==> config.mk <==
export PLATFORM = sky130hd
export DESIGN_NAME = vga_sync_decoder
export DESIGN_NICKNAME = d
export VERILOG_FILES = /design/src/rtl/vga_sync_decoder.sv
export SDC_FILE = /design/constraint.sdc
export NUM_CORES = 1
export LEC_CHECK = 0
export ABC_AREA = 1
export BUFFER_PORTS_ARGS = -buffer_cell sky130_fd_sc_hd__buf_2
export CAP_MARGIN = 30
export CORE_ASPECT_RATIO = 1.25
export CORE_UTILIZATION = 50
export DETAILED_ROUTE_END_ITERATION = 16
export PLACE_DENSITY = 0.82
export RECOVER_POWER = 50
export SYNTH_ARGS = -nofsm -noshare
export SYNTH_HDL_FRONTEND = slang
export SYNTH_SLANG_ARGS = --single-unit
==> constraint.sdc <==
create_clock -name clk -period 5.2 [get_ports clk]
set_clock_uncertainty 0.15 [all_clocks]
set_input_delay 0.26 -clock clk [delete_from_list [all_inputs] [get_ports clk]]
set_output_delay 0.26 -clock clk [all_outputs]
set_load 0.03 [all_outputs]
==> src/rtl/vga_sync_decoder.sv <==
// vga_sync_decoder: recovers pixel coordinates, line/frame timing and lock status from a sampled VGA stream.
// Define VGA_RX_FRAME_SUM_EN to build the per-frame R+G+B checksum; otherwise frame_sum is tied to zero.
module vga_sync_decoder #(
  parameter int unsigned N = 15
) (
  input  logic         clk,
  input  logic         reset,
  input  logic         pix_en,
  input  logic [7:0]   R,
  input  logic [7:0]   G,
  input  logic [7:0]   B,
  input  logic         horiz_sync,
  input  logic         vert_sync,
  input  logic         vga_blank,
  output logic [N:0]   pix_x,
  output logic [N:0]   pix_y,
  output logic         pix_valid,
  output logic [7:0]   pix_R,
  output logic [7:0]   pix_G,
  output logic [7:0]   pix_B,
  output logic [N:0]   h_total,
  output logic [N:0]   v_total,
  output logic         frame_start,
  output logic         locked,
  output logic         sync_err,
  output logic [15:0]  frame_sum
);

  localparam logic [1:0] ST_SEARCH  = 2'd0;
  localparam logic [1:0] ST_MEASURE = 2'd1;
  localparam logic [1:0] ST_LOCKED  = 2'd2;

  localparam logic [N:0] CNT_MAX = '1;
  localparam logic [N:0] ONE     = 1;

  logic         hs_prev_q, hs_prev_d, vs_prev_q, vs_prev_d;
  logic         h_edge, v_edge;
  logic [N:0]   h_cnt_q, h_cnt_d, v_cnt_q, v_cnt_d;
  logic [N:0]   h_total_q, h_total_d, v_total_q, v_total_d;
  logic [N:0]   x_q, x_d, y_q, y_d;
  logic         line_act_q, line_act_d;
  logic [N:0]   pix_x_q, pix_x_d, pix_y_q, pix_y_d;
  logic         pix_valid_q, pix_valid_d;
  logic [7:0]   pix_r_q, pix_r_d, pix_g_q, pix_g_d, pix_b_q, pix_b_d;
  logic         frame_start_q, frame_start_d;
  logic [1:0]   state_q, state_d;
  logic [N:0]   ref_h_q, ref_h_d, ref_v_q, ref_v_d;
  logic         sync_err_q, sync_err_d;

  // Sync edges are only seen between consecutive strobed samples.
  assign h_edge = pix_en & hs_prev_q & ~horiz_sync;
  assign v_edge = pix_en & vs_prev_q & ~vert_sync;

  always_comb begin : edge_regs
    hs_prev_d = hs_prev_q;
    vs_prev_d = vs_prev_q;
    if (pix_en) begin
      hs_prev_d = horiz_sync;
      vs_prev_d = vert_sync;
    end
  end

  always_comb begin : timing_measure
    h_cnt_d   = h_cnt_q;
    v_cnt_d   = v_cnt_q;
    h_total_d = h_total_q;
    v_total_d = v_total_q;
    if (pix_en) begin
      if (h_edge) begin
        h_total_d = (h_cnt_q == CNT_MAX) ? CNT_MAX : h_cnt_q + ONE;
        h_cnt_d   = '0;
        v_cnt_d   = v_cnt_q + ONE;
      end else if (h_cnt_q != CNT_MAX) begin
        h_cnt_d = h_cnt_q + ONE;
      end
      // A coincident line start belongs to the frame being closed.
      if (v_edge) begin
        v_total_d = h_edge ? v_cnt_q + ONE : v_cnt_q;
        v_cnt_d   = '0;
      end
    end
  end

  always_comb begin : coords
    x_d        = x_q;
    y_d        = y_q;
    line_act_d = line_act_q;
    if (pix_en) begin
      if (h_edge) begin
        x_d        = '0;
        line_act_d = vga_blank;
        if (line_act_q) y_d = y_q + ONE;
      end else begin
        if (vga_blank) x_d = x_q + ONE;
        line_act_d = line_act_q | vga_blank;
      end
      if (v_edge) y_d = '0;
    end
  end

  always_comb begin : pixel_out
    pix_valid_d   = pix_en & vga_blank;
    frame_start_d = v_edge;
    pix_x_d       = pix_x_q;
    pix_y_d       = pix_y_q;
    pix_r_d       = pix_r_q;
    pix_g_d       = pix_g_q;
    pix_b_d       = pix_b_q;
    if (pix_valid_d) begin
      pix_x_d = x_q;
      pix_y_d = y_q;
      pix_r_d = R;
      pix_g_d = G;
      pix_b_d = B;
    end
  end

  // Reference is cleared on entering MEASURE so lock always needs two fresh frames.
  always_comb begin : lock_fsm
    state_d    = state_q;
    ref_h_d    = ref_h_q;
    ref_v_d    = ref_v_q;
    sync_err_d = 1'b0;
    if (pix_en) begin
      case (state_q)
        ST_SEARCH: begin
          if (v_edge) begin
            state_d = ST_MEASURE;
            ref_h_d = '0;
            ref_v_d = '0;
          end
        end
        ST_MEASURE: begin
          if (v_edge) begin
            ref_h_d = h_total_d;
            ref_v_d = v_total_d;
            if (h_total_d == ref_h_q && v_total_d == ref_v_q) state_d = ST_LOCKED;
          end
        end
        ST_LOCKED: begin
          if ((v_edge && (h_total_d != ref_h_q || v_total_d != ref_v_q)) ||
              (h_edge && h_total_d != ref_h_q)) begin
            sync_err_d = 1'b1;
            state_d    = ST_SEARCH;
          end
        end
        default: state_d = ST_SEARCH;
      endcase
    end
  end

  always_ff @(posedge clk) begin
    if (!reset) begin
      hs_prev_q     <= 1'b1;
      vs_prev_q     <= 1'b1;
      h_cnt_q       <= '0;
      v_cnt_q       <= '0;
      h_total_q     <= '0;
      v_total_q     <= '0;
      x_q           <= '0;
      y_q           <= '0;
      line_act_q    <= 1'b0;
      pix_x_q       <= '0;
      pix_y_q       <= '0;
      pix_valid_q   <= 1'b0;
      pix_r_q       <= '0;
      pix_g_q       <= '0;
      pix_b_q       <= '0;
      frame_start_q <= 1'b0;
      state_q       <= ST_SEARCH;
      ref_h_q       <= '0;
      ref_v_q       <= '0;
      sync_err_q    <= 1'b0;
    end else begin
      hs_prev_q     <= hs_prev_d;
      vs_prev_q     <= vs_prev_d;
      h_cnt_q       <= h_cnt_d;
      v_cnt_q       <= v_cnt_d;
      h_total_q     <= h_total_d;
      v_total_q     <= v_total_d;
      x_q           <= x_d;
      y_q           <= y_d;
      line_act_q    <= line_act_d;
      pix_x_q       <= pix_x_d;
      pix_y_q       <= pix_y_d;
      pix_valid_q   <= pix_valid_d;
      pix_r_q       <= pix_r_d;
      pix_g_q       <= pix_g_d;
      pix_b_q       <= pix_b_d;
      frame_start_q <= frame_start_d;
      state_q       <= state_d;
      ref_h_q       <= ref_h_d;
      ref_v_q       <= ref_v_d;
      sync_err_q    <= sync_err_d;
    end
  end

`ifdef VGA_RX_FRAME_SUM_EN
  logic [15:0] acc_q, acc_d, frame_sum_q, frame_sum_d, rgb_sum;

  assign rgb_sum = 16'(R) + 16'(G) + 16'(B);

  // The vert_sync sample itself starts the new frame's accumulation.
  always_comb begin : frame_checksum
    acc_d       = acc_q;
    frame_sum_d = frame_sum_q;
    if (pix_en) begin
      if (v_edge) begin
        frame_sum_d = acc_q;
        acc_d       = vga_blank ? rgb_sum : '0;
      end else if (vga_blank) begin
        acc_d = acc_q + rgb_sum;
      end
    end
  end

  always_ff @(posedge clk) begin
    if (!reset) begin
      acc_q       <= '0;
      frame_sum_q <= '0;
    end else begin
      acc_q       <= acc_d;
      frame_sum_q <= frame_sum_d;
    end
  end

  assign frame_sum = frame_sum_q;
`else
  assign frame_sum = '0;
`endif

  assign pix_x       = pix_x_q;
  assign pix_y       = pix_y_q;
  assign pix_valid   = pix_valid_q;
  assign pix_R       = pix_r_q;
  assign pix_G       = pix_g_q;
  assign pix_B       = pix_b_q;
  assign h_total     = h_total_q;
  assign v_total     = v_total_q;
  assign frame_start = frame_start_q;
  assign locked      = (state_q == ST_LOCKED);
  assign sync_err    = sync_err_q;

endmodule

After elaboration in Yosys (flattened, before gate mapping)
Cells that the tools add are included.
{"block": "word_totals", "ff_bits": 192, "latchBits": 0, "mem_bits_rw": 0, "rom_bits": 0, "in_bits": 30, "out_inout_bits": 108, "wordCells": 87, "mem_count": 0}
{"block": "op_classes", "n_addsub": 4, "n_mul": 0, "div_mod_pow": 0, "magnitude_cmp": 0, "eq_ne": 12, "shift": 0, "mux": 26, "bitwise": 8, "n_reduce_logical": 17}
{"operator": "$mux 16", "n": 17}
{"operator": "$add 16x1->16 const B", "n": 4}
{"operator": "$pmux 16 s2", "n": 2}
{"operator": "$eq 16x16->1", "n": 2}
{"operator": "$ne 16x16->1", "n": 2}
{"operator": "$eq 16x16->1 const B", "n": 1}
{"operator": "$ne 16x16->1 const B", "n": 1}
{"operator": "$reduce_bool 2->1", "n": 5}
{"operator": "$mux 2", "n": 4}
{"operator": "$ne 2x2->1 const B", "n": 3}
{"operator": "$pmux 2 s3", "n": 1}
{"operator": "$reduce_and 3->1", "n": 2}
{"operator": "$and 1x1->1", "n": 5}
{"operator": "$reduce_and 5->1", "n": 1}
{"operator": "$reduce_and 2->1", "n": 2}
{"operator": "$reduce_and 4->1", "n": 1}
{"operator": "$logic_and 1x1->1", "n": 3}
{"operator": "$eq 2x1->1 const B", "n": 1}
{"operator": "$eq 2x2->1 const B", "n": 1}
{"operator": "$logic_not 2->1", "n": 1}
{"operator": "$logic_or 1x1->1", "n": 2}
{"operator": "$mux 1", "n": 2}
{"operator": "$ne 2x1->1 const B", "n": 1}
{"operator": "$not 1->1", "n": 2}
{"operator": "$or 1x1->1", "n": 1}

Longest topological paths before layout
{"block": "logic_depth", "depth_word": 11, "depth_mapped": 20, "depth_no_buf": 20}

Worst setup path before layout
OpenSTA, ideal clock, no wires.
{"block": "synth_timing", "kind": "register -> register", "from": "register h_cnt_q[0]", "to": "register state_q[1]", "setup_ps": 56, "t_arrival_ps": 1982, "required_time_ps": 4994, "path_slack_ps": 3012, "stages_incl_launch_ff": 20, "n_path_buf": 0, "period_less_slack_ps": 2188, "cell_sequence": "dfxtp_1 ha_1 nand2_1 nor2_4 nand3_1 nor2_2 nor2_2 nand2_1 nand2_1 nand2_1 nand3_1 nor2_1 nand2_1 nor2_1 nand2_1 nand2_1 nand3_1 nand3_1 nand2_1 inv_1"}
{"block": "synth_via", "elab_chain_cells": 10, "word_cells_on_any_way": 15, "cone_classes": "add/sub: 1; eq/ne: 5; mux: 3; reduce/logical: 6"}
{"element": "start, declared", "line_no": "38", "source": "logic [N:0] h_cnt_q, h_cnt_d, v_cnt_q, v_cnt_d;"}
{"element": "start signal, assigned", "line_no": "177", "source": "h_cnt_q <= h_cnt_d;"}
{"element": "$add 16x1->16 or $eq 16x16->1 (tied branches)", "line_no": "70", "source": "h_total_d = (h_cnt_q == CNT_MAX) ? CNT_MAX : h_cnt_q + ONE;"}
{"element": "$mux 16 (*)", "line_no": "70"}
{"element": "$mux 16 (*)", "line_no": "69", "source": "if (h_edge) begin"}
{"element": "$mux 16 (*)", "line_no": "68", "source": "if (pix_en) begin"}
{"element": "$ne 16x16->1", "line_no": "141, 142"}
{"element": "$logic_or 1x1->1", "line_no": "141", "source": "if ((v_edge && (h_total_d != ref_h_q || v_total_d != ref_v_q)) ||"}
{"element": "$logic_and 1x1->1", "line_no": "141"}
{"element": "$logic_or 1x1->1", "line_no": "141"}
{"element": "$ne 2x1->1 (no line)"}
{"element": "$reduce_and 5->1 (no line) (*)"}
{"element": "end signal, assigned", "line_no": "191", "source": "state_q <= state_d;"}
{"element": "end, declared", "line_no": "46", "source": "logic [1:0] state_q, state_d;"}
Mark *: on every way between the ends. The rest lies on a longest branch, timed or not.
A chain may end at the register's enable or synchronous reset.

Worst setup path in the final report
{"block": "layout_timing", "from": "input pix_en", "to": "register pix_y_q[0], in the netlist pix_y[0]"}
{"block": "layout_via", "elab_chain_cells": 1}
{"element": "start, declared", "line_no": "8", "source": "input logic pix_en,"}
{"element": "$and 1x1->1", "line_no": "102", "source": "pix_valid_d = pix_en & vga_blank;"}
{"element": "end signal, assigned", "line_no": "185", "source": "pix_y_q <= pix_y_d;"}
{"element": "end, declared", "line_no": "42", "source": "logic [N:0] pix_x_q, pix_x_d, pix_y_q, pix_y_d;"}
No other way between the ends.

==> metrics <==
status=finished with violations; failing checks=max-capacitance violations, max-slew violations; final net count=1397; Netlist cell types=40; Die Y=150.6 um; vias=8442; worst-margin pin slew=1592 ps; Hold WS=11.85 ps; clk buf depth=2; unrepaired setup endpoints after global routing=false; crit share post-route=0.6835; Worst-Skew Late Latency=440 ps; Placed Cells incl. Taps=1539; worst path arrival time=3730 ps; fin crit period=3554 ps; Finish-stage setup viols=0; CTS tree=built; dpl hpwl=13.90 mm; Max stage delay on crit path=1150 ps; cell with the largest stage delay on the worst path=inv_1; sequential-to-total area share from yosys stat=0.4353; Buf/Inv on CP=4; crit end category=register; top cell type's share of synthesized area=0.4353; Max Slew Vio Count=60; Crit path max-delay family=buffers and inverters; Tot GR Track Use=0.2440; initial antenna violation count=1; per-cell routed wire length=13.42 um; vias per cell=5.289; crit-path max FO=59; drt total wl=21.42 mm; Clock power frac=0.415; fraction of layout instances using a drive strength above 1=0.09375; number of diodes=0; Post-CTS Repair Setup Buffers=0; P_leak=3.941 nW; number of global-route vias before repair=7871; first-pass iteration count of the detailed router=7; CTS clk-pin slew, worst paths=70 ps; Max rail drop VDD=0.2489 mV; sw frac=0.2723; count of input and output buffers=121; combinational power share=0.115; top area cells in the synthesized netlist=dfxtp_1, nand2_1, nor2_1, nand3_1, a21oi_1; worst hold path class=in -> reg; Die W=120.9 um; Syn-to-layout area delta=15.23%; Post-synth top flop=dfxtp_1; PwrDens=322.6 nW/um^2; CP Cell Sequence=clkbuf_1 > nand2_1 > clkbuf_1 > inv_1 > buf_4 > o21ai_0 > a21oi_1; row count=53; sequential power share=0.470; CTS Sinks=192; post-synth top area cell=dfxtp_1; starting density of the core=0.5182; CP Data Required Time=5380 ps; fin util=0.5971; CP most frequent cell=clkbuf_1; IO Pins=138; Post-synth top cells=nand2_1, dfxtp_1, nor2_1; f_max=281.4 MHz; ANT nets after route=0; count leader, synth=nand2_1; Initial DRC Count=505; number of H-tree levels=4; DRC viols=0; #FFs+latches synth=192; critical path class=in -> reg; GP Congestion=0.8790; Slew HR=-0.06262; CTS buffer count=17; Pint=2.389 mW; Max Cap Viol=1; clk root buf=clkbuf_16; Sw Pwr=893.9 uW; Synth Area per Inst=7.122 um^2; final hold violations=0; Finished Layout Cells=1596; largest net degree at the start of global routing=81; first-pass GRT wire length=35.73 mm; Async S/R FF share, synth=0; die area=18200 um^2; Startpoint Class=primary input; TNS Setup=0 ps; number of synthesized flops with an enable pin=0; GR Overflow Total=0; Ys Warns=0; Core Box Area=17040 um^2; synthesized instance count=1240; synthesized area=8831 um^2
## metrics by stage
step	power [mW]	instance area [um^2]	worst slack (ps)
3_3_place_gp	1.938	9470	2269
3_5_place_dp	1.946	9470	2146
6_report	3.282	10180	1646
4_1_cts	3.308	10330	2154
2_1_floorplan	1.860	8887	3012
5_1_grt	3.409	10180	1251
## power by group through the flow
stage	clock network, mW	registers [mW]	logic [mW]
CTS	1.38	1.54	0.387
global route	1.45	1.55	0.414
detailed placement	0	1.57	0.371
floorplan	0	1.65	0.213
global placement	0	1.57	0.364
finish	1.36	1.54	0.378
## registers in the layout, summed over array words and instances (netlist names), 8 cells and up
signal,count
h_cnt_q,16
pix_G,8
v_total,16
pix_B,8
pix_x,16
ref_h_q,16
y_q,16
pix_R,8
pix_y,16
ref_v_q,16
h_total,16
v_cnt_q,16
x_q,16
## what timing repair did
| item | CTS | global route |
|---|---|---|
| hold endpoints to repair | 25 | 0 |
| resized for setup | 0 | 0 |
| hold buffers | 25 | 0 |
## routing by layer
metal  wire, um  GRT usage  vias to the layer above
met1       9051     0.2879                     3868
met3       1405    0.06818                       37
met5          0          0                        -
li1           -          -                     4261
met2      10480     0.4191                      276
met4        478    0.09136                        0
## final timing paths
check	from	endpoint	slack, ps	cells past startpoint
worst max-delay path	pix_en	pix_y[0]	1650	7
worst min-delay path	horiz_sync	hs_prev_q	10	3
worst max register to register	vs_prev_q	y_q[15]	2010	18
worst min register to register	pix_x[12]	pix_x[12]	330	2
## final cells by class
type	instances	area, um^2
fill	1562	6867
sequential	192	3844
multi-input combinational	885	4232
clock inverter	14	180.2
timing repair buffer	153	788.3
inverter	114	427.9
clock buffer	18	429.2
tap	220	275.3
## cells in the final DEF (no fill, tap or decap), drive strengths merged
master,instances
buf,34
a21oi,94
or2,28
o211ai,3
nand4,16
nor3,29
bufinv,3
a31oi,1
nor4,1
xor2,1
conb,16
a32o,17
dfxtp,192
nand2,289
ha,4
a211oi,5
nor3b,2
o21ai,76
dlygate4sd3,25
o21bai,3
o21a,2
nand3b,9
nor2,170
nand3,117
inv,115
clkinvlp,4
xnor2,2
clkbuf,112
clkinv,6
## tightest hold or removal path, cell delays in order
cell and delay [ps]:
buf_2 140, inv_1 80, o211ai_1 70
## cell families after synthesis
| logic type | synth area share |
|---|---|
| other cells | 0.0004246 |
| simple gates | 0.3389 |
| fa+ha+maj | 0.005668 |
| flops | 0.4353 |
| buf+inv | 0.08898 |
| compound gates | 0.1278 |
| xor+xnor | 0.002976 |
Note: power is estimated with default switching activity, not from simulation.
